[src/rtl/uart_rx_fifo_if.sv]
// uart_rx_fifo_if: serial line, CPU read strobe and status of the UART receive FIFO
interface uart_rx_fifo_if;
  logic rxd;
  logic rd;
  logic err_clr;
  logic [7:0] q;
  logic ready;
  logic full;
  logic frame_err;
  logic overrun;
  modport master(output rxd, rd, err_clr, input q, ready, full, frame_err, overrun);
  modport slave(input rxd, rd, err_clr, output q, ready, full, frame_err, overrun);
endinterface

[src/rtl/uart_rx_fifo.sv]
// uart_rx_fifo: 16x oversampled 8N1 UART receiver feeding a show-ahead byte FIFO
module uart_rx_fifo #(
  parameter int DIVISOR = 13,
  parameter int FIFO_AW = 2
) (
  input logic clk,
  input logic reset_n,
  input logic ce,
  uart_rx_fifo_if.slave bus
);
  localparam int TW = $clog2(DIVISOR);
  localparam int DEPTH = 2 ** FIFO_AW;
  typedef enum logic [2:0] {IDLE, START, DATA, STOP, BRK} state_t;
  state_t state, state_n;
  logic s1, rxs;
  logic [TW-1:0] tcnt, tcnt_n;
  logic [3:0] s, s_n;
  logic [2:0] n, n_n;
  logic [7:0] sh, sh_n;
  logic tick, push, ferr_set, pop, wr, ovf, fe, ov;
  logic [7:0] mem [DEPTH];
  logic [7:0] q_r;
  logic [FIFO_AW-1:0] wptr, rptr, rptr_n;
  logic [FIFO_AW:0] cnt, cnt_pop;
  always_ff @(posedge clk)
    if (!reset_n) {s1, rxs} <= 2'b11;
    else if (ce) {s1, rxs} <= {bus.rxd, s1};
  assign tick = state != IDLE && tcnt == TW'(DIVISOR - 1);
  always_comb begin
    state_n = state;
    s_n = s;
    n_n = n;
    sh_n = sh;
    push = 1'b0;
    ferr_set = 1'b0;
    tcnt_n = (state == IDLE || tick) ? '0 : tcnt + 1'b1;
    case (state)
      IDLE: if (!rxs) begin state_n = START; s_n = '0; end
      START: if (tick) begin
        s_n = s + 1'b1;
        if (s == 4'd7) begin state_n = rxs ? IDLE : DATA; s_n = '0; n_n = '0; end
      end
      DATA: if (tick) begin
        s_n = s + 1'b1;
        if (s == 4'd15) begin
          sh_n = {rxs, sh[7:1]};
          n_n = n + 1'b1;
          state_n = (n == 3'd7) ? STOP : DATA;
        end
      end
      STOP: if (tick) begin
        s_n = s + 1'b1;
        if (s == 4'd15) begin state_n = rxs ? IDLE : BRK; push = rxs; ferr_set = !rxs; end
      end
      BRK: state_n = rxs ? IDLE : BRK;
      default: state_n = IDLE;
    endcase
  end
  always_ff @(posedge clk)
    if (!reset_n) begin
      state <= IDLE;
      tcnt <= '0;
      s <= '0;
      n <= '0;
      sh <= '0;
    end else if (ce) begin
      state <= state_n;
      tcnt <= tcnt_n;
      s <= s_n;
      n <= n_n;
      sh <= sh_n;
    end
  // a full FIFO still accepts a byte when the CPU pops in the same cycle
  assign pop = bus.rd && cnt != 0;
  assign wr = push && (!cnt[FIFO_AW] || pop);
  assign ovf = push && cnt[FIFO_AW] && !pop;
  assign rptr_n = rptr + FIFO_AW'(pop);
  assign cnt_pop = cnt - (FIFO_AW + 1)'(pop);
  always_ff @(posedge clk)
    if (ce && wr) mem[wptr] <= sh;
  always_ff @(posedge clk)
    if (!reset_n) begin
      wptr <= '0;
      rptr <= '0;
      cnt <= '0;
      q_r <= '0;
      fe <= 1'b0;
      ov <= 1'b0;
    end else if (ce) begin
      rptr <= rptr_n;
      wptr <= wptr + FIFO_AW'(wr);
      cnt <= cnt_pop + (FIFO_AW + 1)'(wr);
      q_r <= (cnt_pop == 0) ? (wr ? sh : q_r) : mem[rptr_n];
      fe <= ferr_set || (fe && !bus.err_clr);
      ov <= ovf || (ov && !bus.err_clr);
    end
  assign bus.q = q_r;
  assign bus.ready = cnt != 0;
  assign bus.full = cnt[FIFO_AW];
  assign bus.frame_err = fe;
  assign bus.overrun = ov;
endmodule
[src/flat_wrapper.sv]
// flat-port wrapper written by rule: the top's interface ports become plain ports
module uart_rx_fifo_flat 
#(
  parameter int DIVISOR = 13,
  parameter int FIFO_AW = 2
)
  (clk, reset_n, ce, bus_rxd, bus_rd, bus_err_clr, bus_q, bus_ready, bus_full, bus_frame_err, bus_overrun);
  uart_rx_fifo_if bus_i ();
  input logic clk;
  input logic reset_n;
  input logic ce;
  input wire logic [$bits(bus_i.rxd)-1:0] bus_rxd;
  input wire logic [$bits(bus_i.rd)-1:0] bus_rd;
  input wire logic [$bits(bus_i.err_clr)-1:0] bus_err_clr;
  output wire logic [$bits(bus_i.q)-1:0] bus_q;
  output wire logic [$bits(bus_i.ready)-1:0] bus_ready;
  output wire logic [$bits(bus_i.full)-1:0] bus_full;
  output wire logic [$bits(bus_i.frame_err)-1:0] bus_frame_err;
  output wire logic [$bits(bus_i.overrun)-1:0] bus_overrun;
  assign bus_i.rxd = bus_rxd;
  assign bus_i.rd = bus_rd;
  assign bus_i.err_clr = bus_err_clr;
  assign bus_q = bus_i.q;
  assign bus_ready = bus_i.ready;
  assign bus_full = bus_i.full;
  assign bus_frame_err = bus_i.frame_err;
  assign bus_overrun = bus_i.overrun;
  uart_rx_fifo #(.DIVISOR(DIVISOR), .FIFO_AW(FIFO_AW)) u_core (.clk(clk), .reset_n(reset_n), .ce(ce), .bus(bus_i));
endmodule
[config.mk]
export PLATFORM = sky130hd
export DESIGN_NAME = uart_rx_fifo_flat
export DESIGN_NICKNAME = d
export VERILOG_FILES = /design/src/rtl/uart_rx_fifo_if.sv /design/src/rtl/uart_rx_fifo.sv /design/src/flat_wrapper.sv
export SDC_FILE = /design/constraint.sdc
export NUM_CORES = 1
export LEC_CHECK = 0
export BUFFER_PORTS_ARGS = -buffer_cell sky130_fd_sc_hd__buf_2
export CAP_MARGIN = 20
export CORE_MARGIN = 8
export CORE_UTILIZATION = 26
export DETAILED_ROUTE_END_ITERATION = 8
export GPL_ROUTABILITY_DRIVEN = 0
export HOLD_SLACK_MARGIN = 0.08
export PLACE_DENSITY_LB_ADDON = 0.3
export SETUP_SLACK_MARGIN = 0.2
export SLEW_MARGIN = 10
export SYNTH_ARGS = -nofsm -noshare
export SYNTH_HDL_FRONTEND = slang
export SYNTH_SLANG_ARGS = --single-unit
[constraint.sdc]
create_clock -name clk -period 2.85 [get_ports clk]
set_input_delay 0.285 -clock clk [delete_from_list [all_inputs] [get_ports clk]]
set_output_delay 0.285 -clock clk [all_outputs]
set_load 0.01 [all_outputs]
Yosys cells after proc, flatten, opt, wreduce, memory -nomap -nowiden

Memory sizes are Yosys's and may differ from the RTL's.
Cells that the tools add are included.

Reduce and logical (&&, ||, !) cells: 28
Equality and inequality tests: 17
Muxes and demuxes: 32
$add $sub $neg: 7

Operators with widths:

| kind                                                                  | number |
|---|---|
| 3-bit two-way mux                                                     | 12 |
| 4-bit two-way mux                                                     | 5 |
| 8-bit two-way mux                                                     | 2 |
| 2-bit by 1-bit != test with 1-bit output, second input constant       | 8 |
| 3-bit case mux with 5 select lines                                    | 1 |
| 4-bit case mux with 3 select lines                                    | 1 |
| 1-bit two-way mux                                                     | 9 |
| 3-bit nonzero test                                                    | 3 |
| 4-bit by 1-bit adder with 4-bit output, second input constant         | 2 |
| 4-bit equality test, second input constant                            | 2 |
| 1-bit logical AND                                                     | 8 |
| 8-bit AND reduction                                                   | 1 |
| 3-bit by 2-bit equality test with 1-bit output, second input constant | 2 |
| 3-bit equality test, second input constant                            | 2 |
| 3-bit zero test                                                       | 2 |
| 3-bit case mux with 2 select lines                                    | 1 |
| 6-bit AND reduction                                                   | 1 |
| 5-bit AND reduction                                                   | 1 |
| 2-bit by 1-bit adder with 2-bit output                                | 2 |
| 4-bit by 3-bit equality test with 1-bit output, second input constant | 1 |
| 1-bit zero test                                                       | 4 |
| 1-bit logical OR                                                      | 4 |
| 4-bit AND reduction                                                   | 1 |
| 3-bit by 1-bit adder with 3-bit output                                | 1 |
| other kinds (8)                                                       | 8 |

Memories kept: 1
Bits in registers: 41
Word-level logic and storage cells: 98
Input port bits: 6
Output and inout port bits: 12
Memory bits (writable): 32

Memory list:

| memory     | words | width | read ports | clocked after Yosys merged registers in | wr ports | RTL line           | source |
|---|---|---|---|---|---|---|---|
| u_core.mem | 4     | 8     | 1          | 0                                       | 1        | uart_rx_fifo.sv:21 | `logic [7:0] mem [DEPTH];` |

Logic depth before layout (Yosys ltp)

Word-level depth: 8
Mapped depth: 11
Gate-level depth less buffers: 10

Worst setup path before layout

No wires, ideal clock.

Path type: flip-flop to flip-flop
Start point: reg u_core.cnt[2]
End point: reg u_core.q_r[0] (netlist: u_core.bus.q[0])
Clock period less this slack: 2.568 ns
Stages on the path, launching flop included: 8
Library setup time: 0.119 ns
Required time: 2.731 ns
Slack: 0.282 ns
Buffers on the path: 1
Arrival time: 2.448 ns
Path through: dfxtp_1 > or3_1 > and2_1 > ha_1 > clkbuf_1 > mux4_2 > mux2i_1 > a21oi_1

Elaborated cells on any way between the ends: 12
Classes of those cells: 2 x add/sub; 1 x eq/ne; 1 x mux; 7 x reduce/logical; 1 x memory

RTL lines:

| item                                   | RTL line           | source |
|---|---|---|
| start, declared                        | uart_rx_fifo.sv:24 | `logic [FIFO_AW:0] cnt, cnt_pop;` |
| start signal, assigned                 | uart_rx_fifo.sv:92 | `cnt <= cnt_pop + (FIFO_AW + 1)'(wr);` |
| 3-bit nonzero test                     | --                 |  |
| via bus_ready                          | flat_wrapper.sv:16 | `output wire logic [$bits(bus_i.ready)-1:0] bus_ready;` |
| 1-bit logical AND                      | uart_rx_fifo.sv:74 | `assign pop = bus.rd && cnt != 0;` |
| 2-bit by 1-bit adder with 2-bit output | uart_rx_fifo.sv:77 | `assign rptr_n = rptr + FIFO_AW'(pop);` |
| via u_core.rptr_n[0]                   | uart_rx_fifo.sv:23 | `logic [FIFO_AW-1:0] wptr, rptr, rptr_n;` |
| memory read 4 x 8 bit                  | --                 |  |
| 8-bit two-way mux                      | uart_rx_fifo.sv:93 | `q_r <= (cnt_pop == 0) ? (wr ? sh : q_r) : mem[rptr_n];` |
| end signal, assigned                   | uart_rx_fifo.sv:93 |  |
| end, declared                          | uart_rx_fifo.sv:22 | `logic [7:0] q_r;` |

The timed path passes the listed nets, and every way through them passes these cells.
A chain may end at the register's enable or synchronous reset.

Worst setup path in the final report

Start point: reg u_core.cnt[2]
End point: reg u_core.q_r[2] (netlist: u_core.bus.q[2])

Elaborated cells on any way between the ends: 12
Classes of those cells: 2 x add/sub; 1 x eq/ne; 1 x mux; 7 x reduce/logical; 1 x memory

RTL lines:

| item                                   | RTL line |
|---|---|
| 3-bit nonzero test                     | uart_rx_fifo.sv:74 |
| 1-bit logical AND                      | uart_rx_fifo.sv:74 |
| 2-bit by 1-bit adder with 2-bit output | uart_rx_fifo.sv:77 |
| via u_core.rptr_n[0]                   | uart_rx_fifo.sv:23 |
| memory read 4 x 8 bit                  | -- |
| 8-bit two-way mux                      | uart_rx_fifo.sv:93 |

The timed path passes the listed nets, and every way through them passes these cells.

==> results.cfg <==
[synthesis]
ys_seq_elements = 73
syn_nets = 291
synthSimpleGateAreaFrac = 0.1453
ys_types = 46
syn_inst = 274
avgSynthCellArea_um2 = 11.97
synth-xor-area-share = 0.02136
synth_compound_gate_area_share = 0.08543
synth_edf_count = 32
ys_seq_area_frac = 0.5431
netlist_area_um2 = 3281
synthMuxAreaShare = 0.1312
synthArstFlopShare = 0
synth_top_family_by_area = simple AND/OR/NAND/NOR gates
synth_ff_type = dfxtp_1
synth_fa_ha_area_frac = 0.04195
yosysWarnings = 0

[critical_path]
required_ps = 3050
path_class = flip-flop to flip-flop
r2r_slack_ps = 550
critPathLaunchType = flip-flop
cp_slowest_stage_delay_ps = 510
r2r_end = u_core.bus.q[2]
reg2reg_depth = 7
critPathMaxFanout = 9
crit_path_cell_trace = or3_1 > and2_1 > ha_1 > buf_4 > mux4_2 > mux2i_1 > a21oi_1
crit_arrival_ps = 2510
crit-reg2reg-launch = u_core.cnt[2]
slowest_stage = mux4_2
cp-end-kind = flip-flop

[timing]
worst_slew_pin_slew_ps = 648.4
clock.fmax_mhz = 434.0
tns_ps = 0
period_minus_slack_ps = 2304
hold_viol_final = 0
setup_viol = 0
skew_ps = 6.202
post-route-period-util = 0.8084
finalMaxSlewViolations = 0
rsz0062_at_grt = false
slew_headroom = 0.5678

[detailed_routing]
ant_nets = 0
vias = 2055
wl_um = 6271
first_iter_violations = 135
dr.pass1.iters = 4
post-route-drc-count = 0
vias_per_cell = 4.335
routedWlPerCell_um = 13.23

[layout]
insertedDiodeCount = 0
area_growth_pct = 17.93
final_cells = 474
final_cell_mix = dfxtp_1, edfxtp_1, mux2i_1
final_common_cell = dfxtp_1
final_layout_size_suffix_gt1_frac = 0.1755
nets = 314

[worst_hold_path]
whs_path_depth = 3
hold_class = input pin to flip-flop
min_from = bus_rxd
hold_end = u_core.s1

[clock_tree]
post-cts-setup-buffers = 0
cts_resized = 0
clkSinkCount = 73
cts.htree.levels = 3
cts_tree = done
path_clk_slew_ps = 60
clockBufferDepth = 2
cts_hold_repair.buffers = 0
cts-root-buf = clkbuf_16
clock_latency_ps = 330
cts_buffers = 9

[floorplanning]
rows = 41
die-area_um2 = 16470
core_area_um2 = 12470
die_x_um = 128.3
initial_core_util = 0.2632
die_y_um = 128.3
num_io_pins = 18

[global_route]
grt_first_pass_wirelength_um = 10550
grt_overflow_total = 0
antenna_found_initial = 0
grt_use_total = 0.08340
grt_pass1_vias = 2112
grt_max_degree = 42

[outcome]
outcome = finished clean

[placement]
dpl.hpwl_um = 4212
io_buffers = 17
placedCellCount = 458

[pwr]
total_power_mw = 2.461
p_per_area_nw_per_um2 = 636.1
power_leakage_nw = 1.517
ir_drop_mv = 0.2678

[job]
maxCapViolCount = 0
[where the power goes]
| part | switching (mW) | total (mW) | leakage (nW) | internal (mW) |
|---|---|---|---|---|
| sequential | 0.0220 | 1.13 | 0.704 | 1.11 |
| combinational | 0.135 | 0.233 | 0.682 | 0.0982 |
| clock | 0.421 | 1.10 | 0.132 | 0.676 |
[sequential cells by signal, summed over array words and instances (netlist names)]
| signal | count |
|---|---|
| u_core.bus.frame_err | 1 |
| u_core.bus.overrun | 1 |
| u_core.bus.q | 8 |
| u_core.cnt | 3 |
| u_core.mem | 32 |
| u_core.n | 3 |
| u_core.rptr | 2 |
| u_core.rxs | 1 |
| u_core.s | 4 |
| u_core.s1 | 1 |
| u_core.sh | 8 |
| u_core.state | 3 |
| u_core.tcnt | 4 |
| u_core.wptr | 2 |
[critical path: cells and delay by family, from the launching register on]
family	cells	cell delay (ps)
mux	2	660
simple gates	2	580
buf+inv	1	210
flops	1	360
compound gates	1	80
fa+ha+maj	1	280
[Yosys cell counts (2+ instances only)]
master | n | share of area
xnor2_1 | 6 | 0.016
inv_1 | 9 | 0.010
nand2b_1 | 5 | 0.0095
buf_2 | 5 | 0.0076
and2_1 | 6 | 0.011
nor4_2 | 2 | 0.0076
nor2b_1 | 20 | 0.038
a21oi_1 | 9 | 0.014
a21boi_1 | 2 | 0.0046
nor2_1 | 10 | 0.011
mux2i_1 | 25 | 0.076
dfxtp_1 | 41 | 0.25
o21ai_0 | 14 | 0.021
nand2_1 | 11 | 0.013
mux4_2 | 8 | 0.055
and3_1 | 2 | 0.0038
a32oi_1 | 2 | 0.0053
edfxtp_1 | 32 | 0.29
nor3_1 | 7 | 0.011
nand3_1 | 6 | 0.0092
xor2_1 | 2 | 0.0053
nand4_1 | 3 | 0.0057
ha_1 | 11 | 0.042
a22oi_1 | 2 | 0.0046
nand4b_1 | 2 | 0.0053
clkbuf_1 | 6 | 0.0069
or3_1 | 3 | 0.0057
a21boi_0 | 5 | 0.011
[per-stage QoR]
step	utilization	instance area [um2]	setup WS, ps	hold slack (ps)
floorplan	-	3281	282.1	413.4
finish	0.3103	3869	546.0	175.8
global placement	0.2871	3578	503.4	460.2
detailed placement	0.2871	3578	512.7	466.9
global route	0.3103	3869	383.6	186.0
CTS	0.3103	3869	497.2	165.8
[how the worst max path moves through the flow]
stage	end	startpoint	cells past startpoint	slack, ps
after floorplan	u_core.bus.q[0]	u_core.cnt[2]	7	280
after global placement	u_core.bus.q[1]	u_core.cnt[2]	7	500
after detailed placement	u_core.bus.q[1]	u_core.cnt[2]	7	510
after CTS	u_core.bus.q[1]	u_core.cnt[2]	7	500
after global routing	u_core.bus.q[2]	u_core.cnt[2]	9	380
final	u_core.bus.q[2]	u_core.cnt[2]	7	550
[layer usage]
| layer | global-route usage | part of all wire | vias to the layer above |
|---|---|---|---|
| li1 | - | - | 1041 |
| met1 | 0.09731 | 0.46 | 986 |
| met2 | 0.1334 | 0.49 | 20 |
| met3 | 0.02110 | 0.031 | 8 |
| met4 | 0.05594 | 0.017 | 0 |
| met5 | 0 | 0 | - |
[final cells by class]
class	count	area, um2
Inverter	9	33.78
Sequential cell	73	1782
Tap cell	172	215.2
Timing Repair Buffer	26	152.6
Fill cell	1261	8597
Clock buffer	11	232.7
Multi-Input combinational cell	178	1395
Clock inverter	5	57.56
[cells by family (layout without fill, tap and decap cells)]
family / count (synthesis) / count (layout)
flops: 73 / 73
fa+ha+maj: 11 / 11
xor+xnor: 8 / 8
buf+inv: 23 / 51
simple gates: 83 / 83
compound gates: 43 / 43
mux: 33 / 33
Note: power is estimated with default switching activity, not from simulation.
